File: src/rtl/calc_core_param_if.sv
// rtl/calc_core_param_if.sv - keypad/operator inputs and result outputs of calc_core_param
interface calc_core_param_if #(
    parameter int WIDTH = 16
);
    logic [3:0]       keypad_input;
    logic             read_input;
    logic [3:0]       operator_input;
    logic             equal_input;
    logic             clear_input;
    logic             complete;
    logic             busy;
    logic             overflow;
    logic             div_zero;
    logic [WIDTH-1:0] display_output;

    modport master (
        output keypad_input, read_input, operator_input, equal_input, clear_input,
        input  complete, busy, overflow, div_zero, display_output
    );

    modport slave (
        input  keypad_input, read_input, operator_input, equal_input, clear_input,
        output complete, busy, overflow, div_zero, display_output
    );
endinterface

File: src/rtl/calc_core_param.sv
// rtl/calc_core_param.sv - parametrised signed keypad calculator: digit entry, add/sub,
// iterative multiply, restoring divide, overflow/div-by-zero flags and result chaining
module calc_core_param #(
    parameter int WIDTH      = 16,
    parameter int MAX_DIGITS = 5
) (
    input logic              clk,
    input logic              nRST,
    calc_core_param_if.slave bus
);
    localparam logic [1:0] ST_OP1  = 2'd0;
    localparam logic [1:0] ST_OP2  = 2'd1;
    localparam logic [1:0] ST_EXEC = 2'd2;
    localparam logic [1:0] ST_DONE = 2'd3;

    localparam logic [3:0] OP_ADD = 4'b0001;
    localparam logic [3:0] OP_SUB = 4'b0010;
    localparam logic [3:0] OP_MUL = 4'b0100;
    localparam logic [3:0] OP_DIV = 4'b1000;

    localparam int MW = WIDTH + 5;
    localparam int DW = 2 * WIDTH;
    localparam int CW = $clog2(MAX_DIGITS + 1);
    localparam int NW = $clog2(WIDTH + 1);

    localparam logic [MW-1:0] POS_LIM = (MW'(1) << (WIDTH - 1)) - MW'(1);
    localparam logic [DW-1:0] HALF    = DW'(1) << (WIDTH - 1);

    logic [1:0]       state;
    logic [WIDTH-1:0] op1_mag, op2_mag;
    logic             op1_neg, op2_neg;
    logic [CW-1:0]    op1_cnt, op2_cnt;
    logic [3:0]       op;
    logic             read_q;
    logic [3:0]       oper_q;
    logic [NW-1:0]    step;
    logic [DW-1:0]    acc, mcand;
    logic [WIDTH-1:0] mplier, quo, rem;
    logic [WIDTH-1:0] res;
    logic             res_ovf, res_dz;

    logic             read_edge, oper_edge, oper_legal;
    logic [3:0]       oper;
    logic             act_op2;
    logic [WIDTH-1:0] act_mag;
    logic             act_neg;
    logic [CW-1:0]    act_cnt;
    logic [MW-1:0]    cand, limit;
    logic             digit_ok;
    logic [WIDTH-1:0] op1_val, op2_val;
    logic [WIDTH:0]   sum;
    logic             res_neg;
    logic [DW-1:0]    fin_mag;
    logic [WIDTH-1:0] fin_low;
    logic             fin_ovf;
    logic [WIDTH:0]   rem_sh;
    logic [WIDTH-1:0] rem_diff;
    logic [WIDTH-1:0] res_mag;
    logic [WIDTH-1:0] disp_next;

    always_comb begin
        oper       = bus.operator_input;
        oper_legal = (oper != 4'd0) && ((oper & (oper - 4'd1)) == 4'd0);
        read_edge  = bus.read_input && !read_q;
        oper_edge  = oper_legal && (oper != oper_q);

        act_op2  = (state == ST_OP2);
        act_mag  = act_op2 ? op2_mag : op1_mag;
        act_neg  = act_op2 ? op2_neg : op1_neg;
        act_cnt  = act_op2 ? op2_cnt : op1_cnt;
        // a negative operand may reach one further than a positive one
        cand     = MW'(act_mag) * MW'(10) + MW'(bus.keypad_input);
        limit    = act_neg ? POS_LIM + MW'(1) : POS_LIM;
        digit_ok = (bus.keypad_input <= 4'd9) && (act_cnt < CW'(MAX_DIGITS)) && (cand <= limit);

        op1_val = op1_neg ? -op1_mag : op1_mag;
        op2_val = op2_neg ? -op2_mag : op2_mag;
        sum     = {op1_val[WIDTH-1], op1_val} +
                  ((op == OP_SUB) ? -{op2_val[WIDTH-1], op2_val} : {op2_val[WIDTH-1], op2_val});

        res_neg = op1_neg ^ op2_neg;
        fin_mag = (op == OP_MUL) ? acc : DW'(quo);
        fin_low = res_neg ? -fin_mag[WIDTH-1:0] : fin_mag[WIDTH-1:0];
        fin_ovf = res_neg ? (fin_mag > HALF) : (fin_mag > HALF - DW'(1));

        // remainder stays below the divisor, so the low WIDTH bits of the difference are exact
        rem_sh   = {rem, quo[WIDTH-1]};
        rem_diff = rem_sh[WIDTH-1:0] - op2_mag;

        res_mag = res[WIDTH-1] ? -res : res;

        case (state)
            ST_OP1:  disp_next = op1_val;
            ST_DONE: disp_next = res;
            default: disp_next = op2_val;
        endcase
    end

    always_ff @(posedge clk or negedge nRST) begin
        if (!nRST) begin
            state   <= ST_OP1;
            op1_mag <= '0;
            op2_mag <= '0;
            op1_neg <= 1'b0;
            op2_neg <= 1'b0;
            op1_cnt <= '0;
            op2_cnt <= '0;
            op      <= 4'd0;
            read_q  <= 1'b0;
            oper_q  <= 4'd0;
            step    <= '0;
            acc     <= '0;
            mcand   <= '0;
            mplier  <= '0;
            quo     <= '0;
            rem     <= '0;
            res     <= '0;
            res_ovf <= 1'b0;
            res_dz  <= 1'b0;
            bus.display_output <= '0;
            bus.complete       <= 1'b0;
            bus.busy           <= 1'b0;
            bus.overflow       <= 1'b0;
            bus.div_zero       <= 1'b0;
        end else begin
            read_q <= bus.read_input;
            oper_q <= bus.operator_input;

            bus.display_output <= disp_next;
            bus.complete       <= (state == ST_DONE);
            bus.busy           <= (state == ST_EXEC);
            bus.overflow       <= (state == ST_DONE) && res_ovf;
            bus.div_zero       <= (state == ST_DONE) && res_dz;

            if (bus.clear_input) begin
                state   <= ST_OP1;
                op1_mag <= '0;
                op2_mag <= '0;
                op1_neg <= 1'b0;
                op2_neg <= 1'b0;
                op1_cnt <= '0;
                op2_cnt <= '0;
                op      <= 4'd0;
                step    <= '0;
                acc     <= '0;
                mcand   <= '0;
                mplier  <= '0;
                quo     <= '0;
                rem     <= '0;
                res     <= '0;
                res_ovf <= 1'b0;
                res_dz  <= 1'b0;
                bus.display_output <= '0;
                bus.complete       <= 1'b0;
                bus.busy           <= 1'b0;
                bus.overflow       <= 1'b0;
                bus.div_zero       <= 1'b0;
            end else begin
                case (state)
                    ST_OP1, ST_OP2: begin
                        if (read_edge) begin
                            if (digit_ok && !act_op2) begin
                                op1_mag <= cand[WIDTH-1:0];
                                op1_cnt <= op1_cnt + CW'(1);
                            end else if (digit_ok) begin
                                op2_mag <= cand[WIDTH-1:0];
                                op2_cnt <= op2_cnt + CW'(1);
                            end
                        end else if (oper_edge) begin
                            if (oper == OP_ADD && act_cnt == '0) begin
                                if (act_op2) op2_neg <= !op2_neg;
                                else         op1_neg <= !op1_neg;
                            end else if (!act_op2 && op1_cnt != '0) begin
                                op      <= oper;
                                op2_mag <= '0;
                                op2_neg <= 1'b0;
                                op2_cnt <= '0;
                                state   <= ST_OP2;
                            end
                        end else if (act_op2 && bus.equal_input && op2_cnt != '0) begin
                            step   <= '0;
                            acc    <= '0;
                            mcand  <= DW'(op1_mag);
                            mplier <= op2_mag;
                            quo    <= op1_mag;
                            rem    <= '0;
                            state  <= ST_EXEC;
                        end
                    end
                    ST_EXEC: begin
                        if (op == OP_ADD || op == OP_SUB) begin
                            res     <= sum[WIDTH-1:0];
                            res_ovf <= sum[WIDTH] ^ sum[WIDTH-1];
                            res_dz  <= 1'b0;
                            state   <= ST_DONE;
                        end else if (op == OP_DIV && op2_mag == '0) begin
                            res     <= '0;
                            res_ovf <= 1'b0;
                            res_dz  <= 1'b1;
                            state   <= ST_DONE;
                        end else if (step != NW'(WIDTH)) begin
                            step <= step + NW'(1);
                            if (op == OP_MUL) begin
                                if (mplier[0]) acc <= acc + mcand;
                                mcand  <= mcand << 1;
                                mplier <= mplier >> 1;
                            end else if (rem_sh >= {1'b0, op2_mag}) begin
                                rem <= rem_diff;
                                quo <= {quo[WIDTH-2:0], 1'b1};
                            end else begin
                                rem <= rem_sh[WIDTH-1:0];
                                quo <= {quo[WIDTH-2:0], 1'b0};
                            end
                        end else begin
                            res     <= fin_low;
                            res_ovf <= fin_ovf;
                            res_dz  <= 1'b0;
                            state   <= ST_DONE;
                        end
                    end
                    default: begin
                        if (read_edge) begin
                            if (bus.keypad_input <= 4'd9) begin
                                op1_mag <= WIDTH'(bus.keypad_input);
                                op1_neg <= 1'b0;
                                op1_cnt <= CW'(1);
                                op2_mag <= '0;
                                op2_neg <= 1'b0;
                                op2_cnt <= '0;
                                op      <= 4'd0;
                                res     <= '0;
                                res_ovf <= 1'b0;
                                res_dz  <= 1'b0;
                                state   <= ST_OP1;
                            end
                        end else if (oper_edge) begin
                            // chaining: the shown WIDTH-bit result becomes the first operand
                            op1_mag <= res_mag;
                            op1_neg <= res[WIDTH-1];
                            op1_cnt <= CW'(1);
                            op2_mag <= '0;
                            op2_neg <= 1'b0;
                            op2_cnt <= '0;
                            op      <= oper;
                            res_ovf <= 1'b0;
                            res_dz  <= 1'b0;
                            state   <= ST_OP2;
                        end
                    end
                endcase
            end
        end
    end
endmodule

File: src/flat_wrapper.sv
// flat-port wrapper written by rule: the top's interface ports become plain ports
module calc_core_param_flat 
#(
    parameter int WIDTH      = 16,
    parameter int MAX_DIGITS = 5
)
  (clk, nRST, bus_keypad_input, bus_read_input, bus_operator_input, bus_equal_input, bus_clear_input, bus_complete, bus_busy, bus_overflow, bus_div_zero, bus_display_output);
  calc_core_param_if #(.WIDTH(WIDTH)) bus_i ();
  input logic clk;
  input logic nRST;
  input wire logic [$bits(bus_i.keypad_input)-1:0] bus_keypad_input;
  input wire logic [$bits(bus_i.read_input)-1:0] bus_read_input;
  input wire logic [$bits(bus_i.operator_input)-1:0] bus_operator_input;
  input wire logic [$bits(bus_i.equal_input)-1:0] bus_equal_input;
  input wire logic [$bits(bus_i.clear_input)-1:0] bus_clear_input;
  output wire logic [$bits(bus_i.complete)-1:0] bus_complete;
  output wire logic [$bits(bus_i.busy)-1:0] bus_busy;
  output wire logic [$bits(bus_i.overflow)-1:0] bus_overflow;
  output wire logic [$bits(bus_i.div_zero)-1:0] bus_div_zero;
  output wire logic [$bits(bus_i.display_output)-1:0] bus_display_output;
  assign bus_i.keypad_input = bus_keypad_input;
  assign bus_i.read_input = bus_read_input;
  assign bus_i.operator_input = bus_operator_input;
  assign bus_i.equal_input = bus_equal_input;
  assign bus_i.clear_input = bus_clear_input;
  assign bus_complete = bus_i.complete;
  assign bus_busy = bus_i.busy;
  assign bus_overflow = bus_i.overflow;
  assign bus_div_zero = bus_i.div_zero;
  assign bus_display_output = bus_i.display_output;
  calc_core_param #(.WIDTH(WIDTH), .MAX_DIGITS(MAX_DIGITS)) u_core (.clk(clk), .nRST(nRST), .bus(bus_i));
endmodule
File: config.mk
export PLATFORM = sky130hd
export DESIGN_NAME = calc_core_param_flat
export DESIGN_NICKNAME = d
export VERILOG_FILES = /design/src/rtl/calc_core_param_if.sv /design/src/rtl/calc_core_param.sv /design/src/flat_wrapper.sv
export SDC_FILE = /design/constraint.sdc
export NUM_CORES = 1
export LEC_CHECK = 0
export ABC_CLOCK_PERIOD_IN_PS = 8290
export CORE_MARGIN = 4
export CORE_UTILIZATION = 40
export DETAILED_ROUTE_END_ITERATION = 7
export PLACE_DENSITY = 0.53
export SLEW_MARGIN = 25
export SYNTH_ARGS = -nofsm -noshare
export SYNTH_HDL_FRONTEND = slang
export SYNTH_SLANG_ARGS = --single-unit
File: constraint.sdc
create_clock -name clk -period 8.29 [get_ports clk]
set_input_delay 2.0725 -clock clk [delete_from_list [all_inputs] [get_ports clk]]
set_output_delay 2.0725 -clock clk [all_outputs]
set_load 0.02 [all_outputs]
==> results.cfg, run 1 <==
[status]
status = finished, final reports clean

[global_route]
grt_pass1_wl_um = 81000
grt-ovfl-total = 0
grt_pass1_vias = 13551
grt_use_total = 0.241
grt_max_degree = 117
antenna_found_initial = 0

[power]
p_int_uw = 2940
p_sw_uw = 2820
pwr-share-seq = 0.255
pwr-share-clk = 0.195
comb_power_share = 0.550
leakagePower_uw = 0.00759
fin_total_pwr_uw = 5760
peakVddDrop_mv = 0.181
switching_share = 0.490
powerDensity_nw_per_um2 = 330

[routing]
top_layer_used = met4
vias_per_cell = 5.92
met3_length_um = 2880
drt_pass1_iterations = 5
wl_met2_um = 22600
wl_um = 52000
ant_nets = 0
drtIter0Drc = 1216
post_drt_wl_per_cell_um = 21.6
vias = 14218
drc = 0
wl_met1_um = 25000

[timing]
finalCriticalPeriod_ps = 6580
fin_worst_skew_ps = 13.5
clock.fmax_mhz = 152
worstMarginPinSlew_ps = 971
setup_viol = 0
fin_crit_sh = 0.794
slew_headroom = 0.347
final-hold-violation-count = 0
tns_ps = 0
final_max_slew_viol_count = 0
rsz0062_at_grt = no

[floorplan]
die-area_sq_um = 42700
io-pin-count = 33
core_sq_um = 38800
die_w_um = 207
start_util = 0.407
rows = 72
die_y_um = 207

[cells_and_area]
finalNetCount = 2000
syn_to_final_growth_pct = 10.6
diodes = 0
n_fill_cell = 3829
fin_util = 0.450
layout-drive-gt1-share = 0.0552

[yosys]
ys_dominant_reg_cell = dfrtp_1
ys.warnings.count = 0
ys_types = 77
ys_async_sr_fraction = 1.00
synth_cells = 1877
synth.largest_area_cell = dfrtp_1
synth_area_leaders = dfrtp_1 (33%), ha_1 (9.3%), o21ai_0 (5.5%)
synth_top_area_frac = 0.326
ys_seq_area_frac = 0.326
syn_nets = 2013
ys_seq_elements = 206
avgSynthCellArea_sq_um = 8.42
synth-edff-count = 0
netlist_area_sq_um = 15800

[min_path]
worst_hold_path_type = flip-flop to flip-flop
holdPathStages = 2

[clocking]
clkLatencyLatePin_ps = 560
cts_max_level = 1
clkSinkCount = 206
cts_inserted_buffers = 26
cts_tree = built
clockRootBuffer = clkbuf_16
post_cts_buffers = 0
ctsResizeCount = 0
clk_pin_slew_ps = 60
holdBufCountCts = 0
clk_path_buf_depth = 3

[worst_setup_path]
worst-path-buf-inv = 3
cp_slowest_stage_delay_ps = 460
cp.depth = 24
critical_path_class = flip-flop to flip-flop
worstSetupStartpointType = flip-flop
cp-end-kind = flip-flop
ff2ff_path_depth = 24
cp.required_ps = 8730
worstPathCellList = inv_1 > ha_1 > buf_4 > mux2i_1 > inv_1 > ha_1 > ha_1 > fa_1 > a21o_1 > a311o_1 > a221oi_2 > o2111ai_1 > nor3b_2 > xnor2_1 > ha_1 > nand4_1 > nor2_1 > nand2_1 > o32ai_1 > a31oi_1 > nand3b_1 > a211oi_2 > o21ai_2 > a22o_1
crit_top_cell = ha_1
cp_slowest_cell = dfrtp_1
path_delay_family = compound AO/OA/AOI/OAI gates
cp_max_fo = 28
crit_arrival_ps = 7020

[place]
routabilityCongestion = 0.913
io_buffer_count = 32
hpwl_um = 38900

[flow_run]
drv_cap = 0
[power by group through the flow]
stage          clock network (uW)  registers (uW)  logic (uW)
5_1_grt                      1190            1480        3500
4_1_cts                      1150            1460        3150
3_3_place_gp                    0            1470        3110
2_1_floorplan                   0            1330        2290
3_5_place_dp                    0            1470        3140
6_report                     1120            1470        3170
[layout by cell type (no fill, tap or decap), types with 12 or more instances in the layout]
cell               n
o41ai_1           12
clkdlybuf4s50_1   31
nor3_1            38
a22o_1            41
xor2_1            75
nand4_1           17
dfrtp_1          206
o21ai_0          173
inv_1             85
a21oi_1          121
nand2_1          218
ha_1             117
o31ai_1           21
xnor2_1           86
a22oi_1           45
nor2b_1           15
nor2_1           141
clkbuf_16         26
or2_2             12
a211oi_1          23
o21bai_1          13
buf_4             20
a221oi_1          20
a31oi_1           18
nand2b_1          13
nand3_1           32
mux2i_1           26
nor4_1            19
a21o_1            22
[synthesized netlist by cell type (21+ instances only)]
library cell,instances
a211oi_1,23
a21o_1,22
a21oi_1,121
a22o_1,41
a22oi_1,45
clkbuf_1,79
dfrtp_1,206
ha_1,118
inv_1,85
mux2i_1,26
nand2_1,218
nand3_1,32
nor2_1,142
nor3_1,39
o21ai_0,174
o31ai_1,21
xnor2_1,86
xor2_1,75
[area by class of cell]
cell class / count / area (sq um) / area share
timing repair buffer: 53 / 503 / 0.0288
tap: 518 / 648 / 0.0371
multi-input combinational: 1492 / 10000 / 0.573
inverter: 85 / 319 / 0.0183
clock buffer: 36 / 728 / 0.0417
clock inverter: 11 / 105 / 0.00601
sequential: 206 / 5150 / 0.295
[logic make-up (layout without fill, tap and decap cells)]
kind of cell             Yosys count  in the layout  synth area share
multiplexers                      31             31            0.0200
AND/OR/NAND/NOR                  566            566             0.166
buffers and inverters            179            185            0.0440
XOR/XNOR                         161            161            0.0893
AO/OA/AOI/OAI                    611            611             0.254
flip-flops                       206            206             0.326
adder cells (fa/ha/maj)          123            123            0.0998
[state kept, by name (all words and copies together), names as in the netlist]
| name | flops |
|---|---|
| u_core.op | 4 |
| u_core.op1_neg | 1 |
| u_core.res_dz | 1 |
| u_core.quo | 16 |
| u_core.state | 2 |
| u_core.step | 5 |
| u_core.op2_cnt | 3 |
| u_core.mcand | 32 |
| u_core.read_q | 1 |
| u_core.res_ovf | 1 |
| u_core.bus.div_zero | 1 |
| u_core.bus.display_output | 16 |
| u_core.op1_cnt | 3 |
| u_core.res | 16 |
| u_core.op2_mag | 16 |
| u_core.op1_mag | 16 |
| u_core.mplier | 16 |
| u_core.bus.complete | 1 |
| u_core.op2_neg | 1 |
| u_core.bus.busy | 1 |
| u_core.rem | 16 |
| u_core.oper_q | 4 |
| u_core.acc | 32 |
| u_core.bus.overflow | 1 |
[per-layer routing]
metal,GRT usage,vias to the layer above
li1,-,6809
met1,0.363,6883
met2,0.371,445
met3,0.0220,81
met4,0.0682,0
met5,0,-
[metrics by stage]
stage | worst slack (ps) | hold slack [ps] | cells | area (sq um)
after CTS | 1740 | 486 | 2400 | 17400
after global routing | 1250 | 508 | 2401 | 17500
after floorplan | 2120 | 442 | 1877 | 15800
after global placement | 1740 | 464 | 2353 | 16600
after detailed placement | 1640 | 473 | 2353 | 16600
final | 1710 | 480 | 2401 | 17500
[tightest hold or removal path, stage by stage (launching register included)]
cell and delay [ps]:
dfrtp_1 340, nand2_1 40, o21ai_0 60
[path summary, 6_finish.rpt]
kind	start	endpoint	slack [ps]
worst min register to register	u_core.mplier[6]	u_core.mplier[6]	480
worst min-delay path	u_core.mplier[6]	u_core.mplier[6]	480
max in group asynchronous	nRST	u_core.quo[8]	5530
min in group asynchronous	nRST	u_core.bus.display_output[7]	1370
worst max-delay path	u_core.state[1]	u_core.op2_mag[15]	1710
worst max register to register	u_core.state[1]	u_core.op2_mag[15]	1710
Power figures use the tool's default switching activity.
==> run 2: changes to the inputs <==
Settings changed: ABC_CLOCK_PERIOD_IN_PS 8290 to 5690, PLACE_DENSITY 0.53 to 0.55.
Clock period 8.29 ns to 5.69 ns, I/O delays scaled along.
==> run 2 against run 1 <==
Against the previous run:
- clock power is 65% higher
- sequential cell count did not move
- core utilization up 2.4 points
- combinational power is 61% higher
- register-to-register slack lost 1500 ps
- first-iteration DRC count grew 18%
- global-route usage increased by 0.22 points
- via count rose by 2.0%
- hold slack lost 0.55 ps
- wire length grew 1.3%
- largest cell class unchanged
- highest routed layer unchanged
==> results.cfg, run 2 (synthesis results as in run 1) <==
[power]
powerDensity_nw_per_um2 = 491
fin_total_pwr_uw = 9040
leakagePower_uw = 0.00808
pwr-share-clk = 0.205
p_int_uw = 4780
p_sw_uw = 4260
pwr-share-seq = 0.231
peakVddDrop_mv = 0.241
switching_share = 0.472
comb_power_share = 0.565

[worst_setup_path]
worstSetupStartpointType = flip-flop
worstSetupStartpoint = u_core.state[1]
cp_slowest_cell = dfrtp_1
worst_r2r_startpoint = u_core.state[1]
critical_path_class = flip-flop to flip-flop
cp.required_ps = 6130
cp_max_fo = 6
reg2reg_setup_slack_ps = 230
path_delay_family = simple AND/OR/NAND/NOR gates
worst-path-buf-inv = 5
crit_arrival_ps = 5900
cp_slowest_stage_delay_ps = 390
cp-end-kind = flip-flop

[routing]
drt_pass1_iterations = 5
ant_nets = 0
vias = 14509
post_drt_wl_per_cell_um = 21.2
vias_per_cell = 5.85
drtIter0Drc = 1436
drc = 0
wl_um = 52600

[floorplan]
die-area_sq_um = 42700
start_util = 0.407
die_y_um = 207
die_w_um = 207
io-pin-count = 33
core_sq_um = 38800
rows = 72

[timing]
fin_crit_sh = 0.960
worstMarginPinSlew_ps = 904
setup_slack_ps = 228
finalCriticalPeriod_ps = 5460
final-hold-violation-count = 0
fin_worst_skew_ps = 13.4
rsz0062_at_grt = yes
clock.fmax_mhz = 183
final_max_slew_viol_count = 0
slew_headroom = 0.391
setup_viol = 0

[clocking]
clkLatencyLatePin_ps = 560
clk_pin_slew_ps = 60
holdBufCountCts = 0
cts_tree = built
cts_inserted_buffers = 26
cts_max_level = 1
clkSinkCount = 206
clk_path_buf_depth = 3
clockRootBuffer = clkbuf_16

[cells_and_area]
multi_input_area_sq_um = 10200
layout-drive-gt1-share = 0.112
layout_commonest_cell = nand2_1
syn_to_final_growth_pct = 16.5
finalNetCount = 2078
diodes = 0
reg.largest.list = u_core.acc x32, u_core.mcand x32
mostFrequentLayoutCells = nand2_1 (218), dfrtp_1 (206), o21ai_0 (169), nor2_1 (140), a21oi_1 (120)
ff_latch_area_sq_um = 5150
n_fill_cell = 3770

[place]
io_buffer_count = 32
dp_slack_ps = 0.887
routabilityCongestion = 0.932
hpwl_um = 40000

[status]
status = finished, final reports clean

[flow_run]
drv_cap = 0

[global_route]
grt-ovfl-total = 0
antenna_found_initial = 0
grt_max_degree = 94
grt_use_total = 0.244
grt_pass1_wl_um = 81600
grt_pass1_vias = 13809

[min_path]
worst_hold_path_type = flip-flop to flip-flop
min_from = u_core.mplier[4]
run 2: worst reg2reg max path, stage by stage (launching register included):
cell	delay [ps]
dfrtp_1	390
inv_2	80
ha_4	200
mux2i_4	260
inv_2	70
ha_4	240
ha_4	160
fa_2	340
buf_4	150
xor2_2	160
o2111ai_2	170
nor4_4	330
nand4_1	150
nand3b_1	280
xor2_2	230
ha_1	310
nand4_1	90
nor2_2	160
nand2_1	90
o32ai_2	200
a31oi_1	80
nand3b_1	280
a211oi_4	390
buf_4	200
nor2_4	60
buf_4	160
nand2_1	50
o21ai_0	70
run 2: worst paths after layout:
check	depth (start not counted)	endpoint
worst min register to register	2	u_core.mplier[4]
worst max register to register	27	u_core.op1_cnt[0]
worst max-delay path	27	u_core.op1_cnt[0]
max in group asynchronous	2	u_core.mcand[22]
min in group asynchronous	1	u_core.bus.display_output[9]
worst min-delay path	2	u_core.mplier[4]
run 2: final cells by class:
class / instances / area share
multi-input combinational: 1493 / 0.556
sequential: 206 / 0.280
timing repair buffer: 130 / 0.0591
clock buffer: 32 / 0.0398
tap: 518 / 0.0352
inverter: 85 / 0.0173
clock inverter: 16 / 0.0122
run 2: per-stage QoR:
step / setup TNS [ps] / hold WS (ps) / instances / instance area [sq um] / util
6_report: 0 / 480 / 2480 / 18400 / 0.474
2_1_floorplan: 0 / 442 / 1877 / 15800 / -
5_1_grt: -725 / 505 / 2480 / 18400 / 0.474
4_1_cts: -25.3 / 484 / 2470 / 18100 / 0.466
3_3_place_gp: 0 / 462 / 2422 / 17100 / 0.441
3_5_place_dp: 0 / 471 / 2422 / 17100 / 0.441
run 2: metal layers:
metal	share of wire	wire length, um	global-route usage	vias to the layer above
met3	0.058	3040	0.0256	87
met5	0	0	0	-
met1	0.48	25400	0.367	7038
met2	0.43	22600	0.371	407
li1	-	-	-	6977
met4	0.030	1600	0.0696	0
run 2: what timing repair did:
item	in CTS	in global routing
gates cloned	0	1
pin swaps	1	17
gates resized for setup	3	43
endpoints found under the setup margin	16	38
setup buffers	0	9
run 2: power groups by stage:
| stage | sequential (uW) | combinational, uW | clock (uW) |
|---|---|---|---|
| after floorplan | 1950 | 3350 | 0 |
| after global placement | 2090 | 4800 | 0 |
| after detailed placement | 2090 | 4840 | 0 |
| after CTS | 2060 | 4880 | 1890 |
| after global routing | 2110 | 5570 | 1960 |
| final | 2090 | 5110 | 1850 |
